[config.mk]
export PLATFORM = sky130hd
export DESIGN_NAME = req_arrival_queue
export DESIGN_NICKNAME = d
export VERILOG_FILES = /design/src/rtl/req_arrival_queue_pkg.sv /design/src/rtl/req_fifo_core.sv /design/src/rtl/req_arrival_queue.sv
export SDC_FILE = /design/constraint.sdc
export NUM_CORES = 1
export LEC_CHECK = 0
export ABC_AREA = 0
export CAP_MARGIN = 20
export CORE_AREA = 2 2 39 41
export CTS_CLUSTER_DIAMETER = 40
export DETAILED_ROUTE_END_ITERATION = 8
export DIE_AREA = 0 0 41 43
export PLACE_DENSITY = 0.76
export SLEW_MARGIN = 25
export SYNTH_ARGS = -nofsm -noshare
export SYNTH_HDL_FRONTEND = slang
export SYNTH_SLANG_ARGS = --single-unit
[constraint.sdc]
create_clock -name clk -period 2.43 [get_ports clk]
set_clock_uncertainty 0.2 [all_clocks]
set_input_delay 0.243 -clock clk [delete_from_list [all_inputs] [get_ports clk]]
set_output_delay 0.243 -clock clk [all_outputs]
set_load 0.05 [all_outputs]
[src/rtl/req_arrival_queue_pkg.sv]
// Shared helpers for the request arrival queue: depth derivation,
// lowest-set-bit one-hot pick and population count.
package req_arrival_queue_pkg;

    // Widest request vector the helper functions handle; callers zero-extend.
    localparam int unsigned MAX_W = 64;
    // Bits needed to hold a popcount of MAX_W bits (0..64).
    localparam int unsigned CNT_W = 7;

    // Number of queue entries for a given address width.
    function automatic int unsigned fifo_depth(input int unsigned widthu);
        return 32'd1 << widthu;
    endfunction

    // One-hot of the lowest-index set bit; bit 0 wins. Zero in, zero out.
    function automatic logic [MAX_W-1:0] lowest_one_hot(input logic [MAX_W-1:0] v);
        return v & (~v + MAX_W'(1));
    endfunction

    // Count of set bits in v.
    function automatic logic [CNT_W-1:0] popcount(input logic [MAX_W-1:0] v);
        logic [CNT_W-1:0] cnt;
        cnt = CNT_W'(0);
        for (int i = 0; i < int'(MAX_W); i++) begin
            cnt = cnt + CNT_W'(v[i]);
        end
        return cnt;
    endfunction

endpackage

[src/rtl/req_fifo_core.sv]
// Circular-buffer storage for request vectors with show-ahead head output.
// Flags and usedw derive from the count register; q reads 0 while empty.
module req_fifo_core
    import req_arrival_queue_pkg::*;
#(
    parameter int unsigned WIDTH  = 2,
    parameter int unsigned WIDTHU = $clog2(WIDTH)
) (
    input  logic              clk,
    input  logic              sclr_i,
    input  logic              wrreq_i,
    input  logic [WIDTH-1:0]  data_i,
    input  logic              rdreq_i,
    output logic              empty_o,
    output logic              full_o,
    output logic [WIDTHU:0]   usedw_o,
    output logic [WIDTH-1:0]  q_o
);

    localparam int unsigned DEPTH = fifo_depth(WIDTHU);
    localparam int unsigned CW    = WIDTHU + 1;

    logic [WIDTH-1:0]  mem_q [0:DEPTH-1];
    logic [WIDTHU-1:0] wr_ptr_q, wr_ptr_d;
    logic [WIDTHU-1:0] rd_ptr_q, rd_ptr_d;
    logic [CW-1:0]     count_q,  count_d;
    logic              empty_s;
    logic              full_s;
    logic              push_ok_s;
    logic              pop_ok_s;

    assign empty_s = (count_q == CW'(0));
    assign full_s  = (count_q == CW'(DEPTH));
    // A pop in the same cycle frees the slot, so a full queue still accepts.
    assign pop_ok_s  = rdreq_i && !empty_s;
    assign push_ok_s = wrreq_i && (!full_s || pop_ok_s);

    // Next-state for pointers and count; reset discards everything.
    always_comb begin
        wr_ptr_d = wr_ptr_q;
        rd_ptr_d = rd_ptr_q;
        count_d  = count_q;
        if (sclr_i) begin
            wr_ptr_d = WIDTHU'(0);
            rd_ptr_d = WIDTHU'(0);
            count_d  = CW'(0);
        end else begin
            if (push_ok_s) begin
                wr_ptr_d = wr_ptr_q + WIDTHU'(1);
            end else begin
                wr_ptr_d = wr_ptr_q;
            end
            if (pop_ok_s) begin
                rd_ptr_d = rd_ptr_q + WIDTHU'(1);
            end else begin
                rd_ptr_d = rd_ptr_q;
            end
            case ({push_ok_s, pop_ok_s})
                2'b10:   count_d = count_q + CW'(1);
                2'b01:   count_d = count_q - CW'(1);
                default: count_d = count_q;
            endcase
        end
    end

    // Pointer and count registers with synchronous reset.
    always_ff @(posedge clk) begin
        if (sclr_i) begin
            wr_ptr_q <= WIDTHU'(0);
            rd_ptr_q <= WIDTHU'(0);
            count_q  <= CW'(0);
        end else begin
            wr_ptr_q <= wr_ptr_d;
            rd_ptr_q <= rd_ptr_d;
            count_q  <= count_d;
        end
    end

    // Storage write; contents are not cleared by reset since q is gated.
    always_ff @(posedge clk) begin
        if (!sclr_i && push_ok_s) begin
            mem_q[wr_ptr_q] <= data_i;
        end
    end

    assign empty_o = empty_s;
    assign full_o  = full_s;
    assign usedw_o = count_q;
    assign q_o     = empty_s ? WIDTH'(0) : mem_q[rd_ptr_q];

endmodule

[src/rtl/req_arrival_queue.sv]
// First-come-first-served queue of per-channel request vectors with
// head popcount and lowest-index priority decode, plus a free-standing
// priority picker for the consumer's residual mask.
module req_arrival_queue
    import req_arrival_queue_pkg::*;
#(
    parameter int unsigned WIDTH  = 2,
    parameter int unsigned WIDTHU = $clog2(WIDTH)
) (
    input  logic                         clk,
    input  logic                         sclr,
    input  logic                         wrreq,
    input  logic [WIDTH-1:0]             data,
    input  logic                         rdreq,
    output logic                         empty,
    output logic                         full,
    output logic [WIDTHU:0]              usedw,
    output logic [WIDTH-1:0]             q,
    output logic [$clog2(WIDTH+1)-1:0]   q_cnt,
    output logic [WIDTH-1:0]             q_pri,
    input  logic [WIDTH-1:0]             pri_in,
    output logic [WIDTH-1:0]             pri_out
);

    localparam int unsigned QCW = $clog2(WIDTH + 1);

    logic [WIDTH-1:0] q_s;

    req_fifo_core #(
        .WIDTH  (WIDTH),
        .WIDTHU (WIDTHU)
    ) u_core (
        .clk     (clk),
        .sclr_i  (sclr),
        .wrreq_i (wrreq),
        .data_i  (data),
        .rdreq_i (rdreq),
        .empty_o (empty),
        .full_o  (full),
        .usedw_o (usedw),
        .q_o     (q_s)
    );

    assign q       = q_s;
    assign q_cnt   = QCW'(popcount(MAX_W'(q_s)));
    assign q_pri   = WIDTH'(lowest_one_hot(MAX_W'(q_s)));
    assign pri_out = WIDTH'(lowest_one_hot(MAX_W'(pri_in)));

endmodule

# Yosys cells after proc, flatten, opt, wreduce, memory -nomap -nowiden
# Memories as Yosys holds them, arrays and structs flattened. A register that Yosys moved wholly into a read port is not among the register bits.
# Cells that the tools add are included.
[classes]
addsub = 7
bitwise_logic = 4
n_reduce_logical = 9
mul = 0
n_mux = 6
magnitude_cmp = 0
div = 0
eq_ne = 3
n_shift = 0
[ops]
columns = ["op", "n"]
rows = [
  ["adder 2 x 1 -> 2 bit (second input constant)", 3],
  ["bitwise AND 2 bit", 2],
  ["equality test 2 bit (second input constant)", 2],
  ["2-to-1 mux 1 bit", 4],
  ["NOT 2 bit", 2],
  ["one-hot mux 2 bit (2 select lines)", 1],
  ["logical AND 1 bit", 3],
  ["logical NOT 1 bit", 3],
  ["adder 1 bit (second input constant)", 2],
  ["adder 1 x 1 -> 2 bit", 1],
  ["equality test 2 x 1 -> 1 bit (second input constant)", 1],
  ["logical NOT 2 bit", 1],
  ["2-to-1 mux 2 bit", 1],
  ["nonzero test 2 bit", 1],
  ["subtractor 2 x 1 -> 2 bit (second input constant)", 1],
  ["logical OR 1 bit", 1],
]
[totals]
mem_bits_ro = 0
memories = 1
regBits = 4
inputBits = 8
mem_bits_rw = 4
latch_bits = 0
out_inout_bits = 12
[mem_list]
columns = ["memory", "words", "width", "rd", "rd_ports_with_merged_regs", "write_ports", "line", "rtl"]
rows = [
  ["u_core.mem_q", 2, 2, 1, 1, 1, "req_fifo_core.sv:23", "logic [WIDTH-1:0] mem_q [0:DEPTH-1];"],
]

# Longest topological paths before layout
# Gate-level depths: netlist of the first run.
[logic_depth]
word_depth = 8
mapped_depth = 5

# Cells and area by module
# A second synthesis of the first run with hierarchy kept.
[hier_totals]
hier_cells = 42
area_unflattened_um2 = 444.2
[modules_own_cells]
columns = ["module", "area_per_inst_um2", "instances", "seq_area_each_um2", "cells_per_inst"]
rows = [
  ["req_fifo_core", 382.9, 1, 220.2, 35],
  ["req_arrival_queue", 61.3, 1, 0.0, 7],
]

# Worst setup path before layout of the first run
# Ideal clock, no wire load.
[synth_timing]
kind = "reg2out"
startpoint = "reg u_core.count_q[0] (netlist: u_core.usedw_o[0])"
endpoint = "out q_cnt[0]"
slack_ps = -646
required_ps = 1987
path_stages_with_launch = 5
arrival_ps = 2633
path_buffers = 0
cell_sequence = "dfxtp_1 -> nor2_1 -> nor2_1 -> ha_1 -> inv_1"
[synth_via]
elab_chain_cells = 3
[synth_lines]
columns = ["item", "line", "rtl"]
rows = [
  ["start: declaration", "req_fifo_core.sv:26", "logic [CW-1:0] count_q, count_d;"],
  ["start signal: assignment", "req_fifo_core.sv:75", "count_q <= count_d;"],
  ["logical NOT 2 bit", "req_fifo_core.sv:32", "assign empty_s = (count_q == CW'(0));"],
  ["net empty", "req_arrival_queue.sv:15", "output logic empty,"],
  ["2-to-1 mux 2 bit", "req_fifo_core.sv:89", "assign q_o = empty_s ? WIDTH'(0) : mem_q[rd_ptr_q];"],
  ["net q[1]", "req_arrival_queue.sv:18", "output logic [WIDTH-1:0] q,"],
  ["adder 1 x 1 -> 2 bit", "req_arrival_queue_pkg.sv:25", "cnt = cnt + CNT_W'(v[i]);"],
  ["end: declaration", "req_arrival_queue.sv:19", "output logic [$clog2(WIDTH+1)-1:0] q_cnt,"],
]
# The timed path passes the listed nets, and every way through them passes these cells.

# Final worst setup path of the first run
[layout_timing]
startpoint = "reg u_core.count_q[0] (netlist: u_core.usedw_o[0])"
endpoint = "out q[1]"
[layout_via]
elab_chain_cells = 2
[layout_lines]
columns = ["item", "line"]
rows = [
  ["logical NOT 2 bit", "req_fifo_core.sv:32"],
  ["2-to-1 mux 2 bit", "req_fifo_core.sv:89"],
  ["end: declaration", "req_arrival_queue.sv:18"],
]
# No other way between the ends.

==> results.toml, run 1 <==
[run_status]
status = "finished, final reports clean"

[grt]
grt_pass1_wl_mm = 1.52
first_global_vias = 413
grt_antenna_before_repair = 0
grt_util_all_layers_pct = 12.9
overflow = 0
grt_max_degree = 10

[floorplan]
io_pins = 20
core_um2 = 1380
rows = 14
initial_utilization_pct = 33.4
die_area_um2 = 1760
die_x_um = 41
fp.dieH_um = 43

[detailed_routing]
wl_met2_um = 472
wl_per_cell_um = 11.1
firstDrtPassIters = 2
highest_layer = "met3"
vias_per_cell = 4.74
drtIter0Drc = 4
drc_errors = 0
met3_wirelength_um = 59
ant_nets = 0
vias = 389
drt-total-wl_um = 914
wl_met1_um = 382

[finish]
stdcell_area_um2 = 696
fillCellCount = 140
area_growth_pct = 50.7
drive_above_1_share_pct = 16.7
diodes = 0
final_nets = 77

[clocking]
hold_buffers = 0
insertion_delay_ns = 0.25
clockRootBuffer = "clkbuf_4"
cts_setup_buffers = 0
cts.sinks = 9
cts.clk_slew.worst_paths_ns = 0.06
clockBufferDepth = 2
h-tree-depth = 1
cts_made_buffers = 3
cts_tree = "yes"

[placed_design]
portBuffers = 19
place_ws_ns = 0.184
hpwlAfterDp_um = 692
placed_area_um2 = 666
place_congestion = 0.765

[synthesis]
syn_nets = 56
ys_seq_area_share_pct = 47.7
synth_top_area_share_pct = 26.0
ys_ff_latch = 9
async_flop_share_pct = 0
synth_edf_count = 4
ys_types = 22
ys_top_cells_by_area = "edfxtp_1, dfxtp_1, ha_1, nor2_1, mux2i_1"
synth_area_per_cell_um2 = 10.0
synth_cells = 46
synth_largest_area_cell = "edfxtp_1"
synth_ff_type = "dfxtp_1"
synth_area_um2 = 462
synth_commonest_cells = "nor2_1, dfxtp_1, edfxtp_1"
synth.most_common_cell = "nor2_1"
yosys_warnings = 0

[timing]
worstMarginPinSlew_ns = 0.503
setup_tns_ns = 0
finalHoldViolCount = 0
worst_slack_ns = 0.186
setup_viol = 0
maxSlewViolCount = 0
fin_crit_sh_pct = 92.4
grt_setup_unrepaired = "false"
max_freq_mhz = 446
relSlewSlack_pct = 66.3
period_needed_ns = 2.24
whs_ns = 0.320

[power]
p_leak_nw = 0.321
power_w = 0.000424
ir_drop_mv = 0.352
power_density_nw_per_um2 = 609

[worst_setup_path]
startpoint_type = "flop"
cp.arrival_ns = 1.80
endpoint_kind = "output pin"
rr_startpoint = "u_core.usedw_o[0]"
worstSetupStartpoint = "u_core.usedw_o[0]"
crit_type = "reg2out"
slowest_delay_ns = 0.81
crit_top_cell = "nor2_4"
cp_max_fo = 9
required_ns = 1.99
slowest_stage = "clkdlybuf4s50_1"
crit_path_cell_trace = "nor2_4 > nor2_4 > clkdlybuf4s50_1"

[worst_hold_path]
hp-class = "reg2reg"
holdCritStartpoint = "u_core.rd_ptr_q"

[job]
max_cap_viol_count = 0
-- stage by stage --
stage,std cells,util (%)
after global routing,82,50.3
final,82,50.3
after floorplan,46,-
after detailed placement,78,48.1
after CTS,82,49.9
after global placement,78,48.1
-- cells by family after synthesis --
kind of cell | count (synthesis) | share of synthesized area, %
flip-flops | 9 | 47.7
multiplexers | 4 | 10.0
AND/OR/NAND/NOR | 15 | 16.5
XOR/XNOR | 2 | 3.79
AO/OA/AOI/OAI | 7 | 8.94
buffers and inverters | 7 | 7.59
adder cells (fa/ha/maj) | 2 | 5.42
-- final cells by class --
type                            instances  area, um2  area share (%)
Tap cell                               16       20.0            2.88
Timing Repair Buffer                   20        196            28.2
Clock buffer                            4       26.3            3.78
Multi-Input combinational cell         30        221            31.8
Sequential cell                         9        220            31.7
Inverter                                3       11.3            1.62
-- critical path, delay by kind of cell, from the launching register on --
family | cells | cell delay (ns)
flops | 1 | 0.51
simple gates | 2 | 0.23
buf+inv | 1 | 0.81
-- layout by cell type, fill, tap and decap left out --
cell	count
a21oi_1	3
and2b_1	1
buf_4	3
clkbuf_1	1
clkbuf_4	3
clkdlybuf4s50_1	14
dfxtp_1	5
dlygate4sd2_1	1
dlymetal6s2s_1	2
edfxtp_1	4
ha_1	2
inv_1	3
mux2_2	1
mux2_4	1
mux2i_1	2
nand2_1	1
nand2b_1	2
nor2_1	4
nor2_4	2
nor2b_1	2
nor3_1	2
nor3b_1	1
o21a_1	1
o21ai_0	2
o21ai_2	1
xor2_1	2
-- timing repair --
item,CTS,global route
pin swaps,0,0
setup endpoints to repair,1,2
gates resized for setup,1,2
-- worst paths after layout --
kind / end / slack [ns] / cells past startpoint
worst max register to register: u_core.mem_q[1][1] / 0.80 / 3
worst max-delay path: q[1] / 0.19 / 3
worst min register to register: flop / 0.32 / 2
worst min-delay path: flop / 0.32 / 2
-- where the power goes --
part	switching (W)	leakage (nW)	internal (W)	total, W
Sequential	0.00000889	0.0779	0.000168	0.000177
Combinational	0.0000849	0.228	0.0000523	0.000137
Clock	0.0000467	0.0150	0.0000629	0.000110
Total	0.000140	0.321	0.000283	0.000424
-- metal layers --
layer	vias to the layer above	global-route usage, %
li1	191	-
met1	184	11.4
met2	14	23.4
met3	0	4.71
met4	0	6.00
met5	-	0
Note: power is estimated with default switching activity, not from simulation.
==> run 2: changes to the inputs <==
- CORE_AREA: 2 2 39 41 -> 4 4 41 43
- DIE_AREA: 0 0 41 43 -> 0 0 45 47
==> run 2 against run 1 <==
Clock-buffer cell count did not move; power up 1.9%; clock power barely moved; cell count decreased by 1.2%; design area increased by 0.90%; hold slack got worse by 0.0051 ns; sequential share of layout area down 0.28 points; fmax fell by 3.9%; first-iteration DRC count unchanged.
==> results.toml, run 2 (synthesized netlist as in run 1, its figures left out) <==
[floorplan]
io_pins = 20
core_um2 = 1300
die_x_um = 45
die_area_um2 = 2120
fp.dieH_um = 47
rows = 13
initial_utilization_pct = 35.5

[worst_setup_path]
endpoint_kind = "output pin"
worstPathBufferInverterCount = 2
crit_path_cell_trace = "mux2_2 > o21ai_0 > inv_1 > clkdlybuf4s50_1"
slowest_delay_ns = 0.72
startpoint_type = "flop"
crit_type = "reg2out"
cp.arrival_ns = 1.89
cp_top_family = "buffers and inverters"
cp_max_fo = 3
slowest_stage = "clkdlybuf4s50_1"
required_ns = 1.99

[timing]
relSlewSlack_pct = 66.9
max_freq_mhz = 428
grt_setup_unrepaired = "false"
setup_tns_ns = 0
worst_slack_ns = 0.0949
worstMarginPinSlew_ns = 0.496
setup_viol = 0
period_needed_ns = 2.34
fin_crit_sh_pct = 96.1
maxSlewViolCount = 0
finalHoldViolCount = 0

[finish]
drive_above_1_share_pct = 16.7
area_growth_pct = 52.0
diodes = 0
fillCellCount = 132
layout_common_cells = "clkdlybuf4s50_1, dfxtp_1, nor2_1, edfxtp_1"
final_nets = 77
final_common_cell = "clkdlybuf4s50_1"

[clocking]
h-tree-depth = 1
clockRootBuffer = "clkbuf_4"
insertion_delay_ns = 0.25
clockBufferDepth = 2
cts.clk_slew.worst_paths_ns = 0.06
hold_buffers = 0
cts_tree = "yes"
cts_made_buffers = 3
cts.sinks = 9

[detailed_routing]
wl_per_cell_um = 10.4
drc_errors = 0
drt-total-wl_um = 844
vias_per_cell = 4.67
drtIter0Drc = 4
firstDrtPassIters = 4
vias = 378
ant_nets = 0

[placed_design]
place_ws_ns = 0.151
portBuffers = 19
hpwlAfterDp_um = 691
place_congestion = 0.710

[grt]
grt_max_degree = 10
grt_pass1_wl_mm = 1.33
first_global_vias = 333
grt_antenna_before_repair = 0
grt_util_all_layers_pct = 8.71
overflow = 0

[power]
p_leak_nw = 0.293
ir_drop_mv = 0.447
power_density_nw_per_um2 = 615

[run_status]
status = "finished, final reports clean"

[worst_hold_path]
hp-class = "reg2reg"

[job]
max_cap_viol_count = 0
-- run 2: cell types whose count changed in the layout (fill, tap and decap cells not counted) --
cell	previous run	this run
dlymetal6s2s_1	2	0
clkdlybuf4s50_1	14	16
buf_4	3	2
buf_12	0	1
-- run 2: power by group --
part | total, W | switching (W) | internal [W]
combinational | 0.000144 | 0.0000849 | 0.0000594
clock | 0.000111 | 0.0000477 | 0.0000630
sequential | 0.000177 | 0.00000878 | 0.000168
-- run 2: worst paths after layout --
kind                           from            endpoint  slack (ns)  depth (start not counted)
setup reg to reg  u_core.usedw_o[0]  u_core.mem_q[1][1]        0.79                          3
setup / recovery               flop                q[0]        0.09                          4
hold / removal      u_core.rd_ptr_q                flop        0.31                          2
hold reg to reg     u_core.rd_ptr_q                flop        0.31                          2
-- run 2: worst register-to-register path, cell delays in order, from the launching register on --
cell	delay [ns]
dfxtp_1	0.50
nand2b_1	0.19
o21ai_2	0.08
nor3b_1	0.33
-- run 2: timing repair --
item | in CTS | in global routing
setup buffers | 0 | 0
gates resized for setup | 1 | 0
endpoints found under the setup margin | 1 | 0
-- run 2: layout make-up --
class	count	area, um2	area share (%)
sequential	9	220	31.4
multi-input combinational	30	221	31.6
timing repair buffer	20	204	29.1
inverter	3	11.3	1.60
clock buffer	4	26.3	3.74
tap	15	18.8	2.67
-- run 2: per-layer routing --
layer / GRT usage, % / vias up / routed length, um
li1: - / 191 / -
met1: 10.6 / 173 / 348
met2: 13.6 / 14 / 421
met3: 2.68 / 0 / 74
met4: 5.26 / 0 / 0
met5: 0 / - / 0
-- run 2: per-stage QoR --
step	hold slack, ns	cells	instance area, um2	total power (W)	util, %
2_1_floorplan	0.142	46	477	0.000274	-
3_3_place_gp	0.288	77	677	0.000324	52.0
3_5_place_dp	0.287	77	677	0.000326	52.0
4_1_cts	0.303	81	702	0.000436	53.9
5_1_grt	0.363	81	702	0.000450	53.9
6_report	0.315	81	702	0.000432	53.9
==> run 3: changes to the inputs <==
- RECOVER_POWER: default -> 50
==> run 3 against run 2 <==
Core utilization shrank 0.29 points; die area is the same; clock power is essentially flat; hold slack is essentially flat.
==> results.toml, run 3 (synthesized netlist as in run 1, its figures left out) <==
[run_status]
status = "finished, final reports clean"

[clocking]
cts.sinks = 9
clockRootBuffer = "clkbuf_4"
cts_setup_buffers = 0
cts_tree = "yes"
h-tree-depth = 1
insertion_delay_ns = 0.25
clockBufferDepth = 2
cts_made_buffers = 3
cts.clk_slew.worst_paths_ns = 0.06

[power]
p_leak_nw = 0.292
power_w = 0.000430
power_density_nw_per_um2 = 615
ir_drop_mv = 0.447

[worst_setup_path]
worstReg2RegEnd = "u_core.mem_q[1][1]"
crit_type = "reg2out"
cp_max_fo = 9
rr_worst_depth = 3
reg2reg_slack_ns = 0.67
cp.arrival_ns = 1.90
slowest_stage = "clkdlybuf4s50_1"
crit_path_cell_trace = "o21ai_0 > inv_1 > clkdlybuf4s50_1"
startpoint_type = "flop"
rr_startpoint = "u_core.usedw_o[0]"
endpoint_kind = "output pin"
slowest_delay_ns = 0.81
required_ns = 1.99

[finish]
drive_above_1_share_pct = 15.2
fillCellCount = 134
diodes = 0
layout_common_cells = "clkdlybuf4s50_1, dfxtp_1, nor2_1, edfxtp_1"
final_nets = 77
area_growth_pct = 51.2
final_cells = 81
final_common_cell = "clkdlybuf4s50_1"
stdcell_area_um2 = 698

[grt]
grt_util_all_layers_pct = 8.71
grt_antenna_before_repair = 0
grt_pass1_wl_mm = 1.33
first_global_vias = 333
overflow = 0
grt_max_degree = 10

[timing]
max_freq_mhz = 427
period_needed_ns = 2.34
fin_crit_sh_pct = 96.3
finalHoldViolCount = 0
setup_tns_ns = 0
worstMarginPinSlew_ns = 0.496
grt_setup_unrepaired = "false"
relSlewSlack_pct = 66.9
setup_viol = 0
maxSlewViolCount = 0

[floorplan]
core_um2 = 1300
rows = 13
io_pins = 20
die_area_um2 = 2120
die_x_um = 45
initial_utilization_pct = 35.5
fp.dieH_um = 47

[detailed_routing]
drtIter0Drc = 6
drc_errors = 0
ant_nets = 0
vias_per_cell = 4.58
vias = 371
wl_per_cell_um = 10.5
drt-total-wl_um = 847
firstDrtPassIters = 4

[placed_design]
place_congestion = 0.710
placed_area_um2 = 677
dp_cells = 77
portBuffers = 19
hpwlAfterDp_um = 691

[worst_hold_path]
hp-class = "reg2reg"
holdCritStartpoint = "u_core.rd_ptr_q"
hold_path_depth = 2

[job]
max_cap_viol_count = 0
==> run 3: worst max path at each step <==
| stage | from | end | slack (ns) |
|---|---|---|---|
| floorplan | u_core.usedw_o[1] | q_cnt[0] | 0.02 |
| global placement | flop | q_cnt[1] | 0.24 |
| detailed placement | flop | q_cnt[1] | 0.15 |
| CTS | flop | q[0] | 0.06 |
| global route | flop | q[0] | 0.02 |
| finish | u_core.usedw_o[0] | q[0] | 0.09 |
==> run 3: per-stage QoR <==
| stage | worst slack (ns) | util (%) | hold slack [ns] |
|---|---|---|---|
| after detailed placement | 0.151 | 52.0 | 0.287 |
| after CTS | 0.0639 | 53.9 | 0.303 |
| after global routing | 0.0154 | 53.7 | 0.363 |
| after global placement | 0.241 | 52.0 | 0.288 |
| final | 0.0896 | 53.7 | 0.314 |
| after floorplan | 0.0167 | - | 0.142 |
==> run 3: final cells by class <==
class	count	area, um2	share of cell area [%]
multi-input combinational	30	218	31.2
tap	15	18.8	2.69
inverter	3	11.3	1.61
timing repair buffer	20	204	29.2
clock buffer	4	26.3	3.76
sequential	9	220	31.5
==> run 3: where the power goes <==
| part | total, W | leakage [nW] | internal (W) | switching (W) |
|---|---|---|---|---|
| Clock | 0.000110 | 0.0150 | 0.0000629 | 0.0000470 |
| Combinational | 0.000143 | 0.199 | 0.0000582 | 0.0000846 |
| Sequential | 0.000177 | 0.0779 | 0.000168 | 0.00000885 |
==> run 3: timing repair <==
action                                  4_1_cts  5_1_grt
endpoints found under the setup margin        1        0
endpoints found under the hold margin         0        0
hold buffers                                  0        0
gates resized for setup                       1        0
==> run 3: worst max-delay path, delay by kind of cell (launching register included) <==
family	cells	cell delay [ns]
buffers and inverters	2	0.94
flip-flops	1	0.51
AO/OA/AOI/OAI	1	0.20
==> run 3: per-layer routing <==
metal,vias up,share of wire [%],track usage [%]
li1,192,-,-
met1,167,43,10.6
met2,12,51,13.6
met3,0,6.5,2.68
met4,0,0,5.26
met5,-,0,0
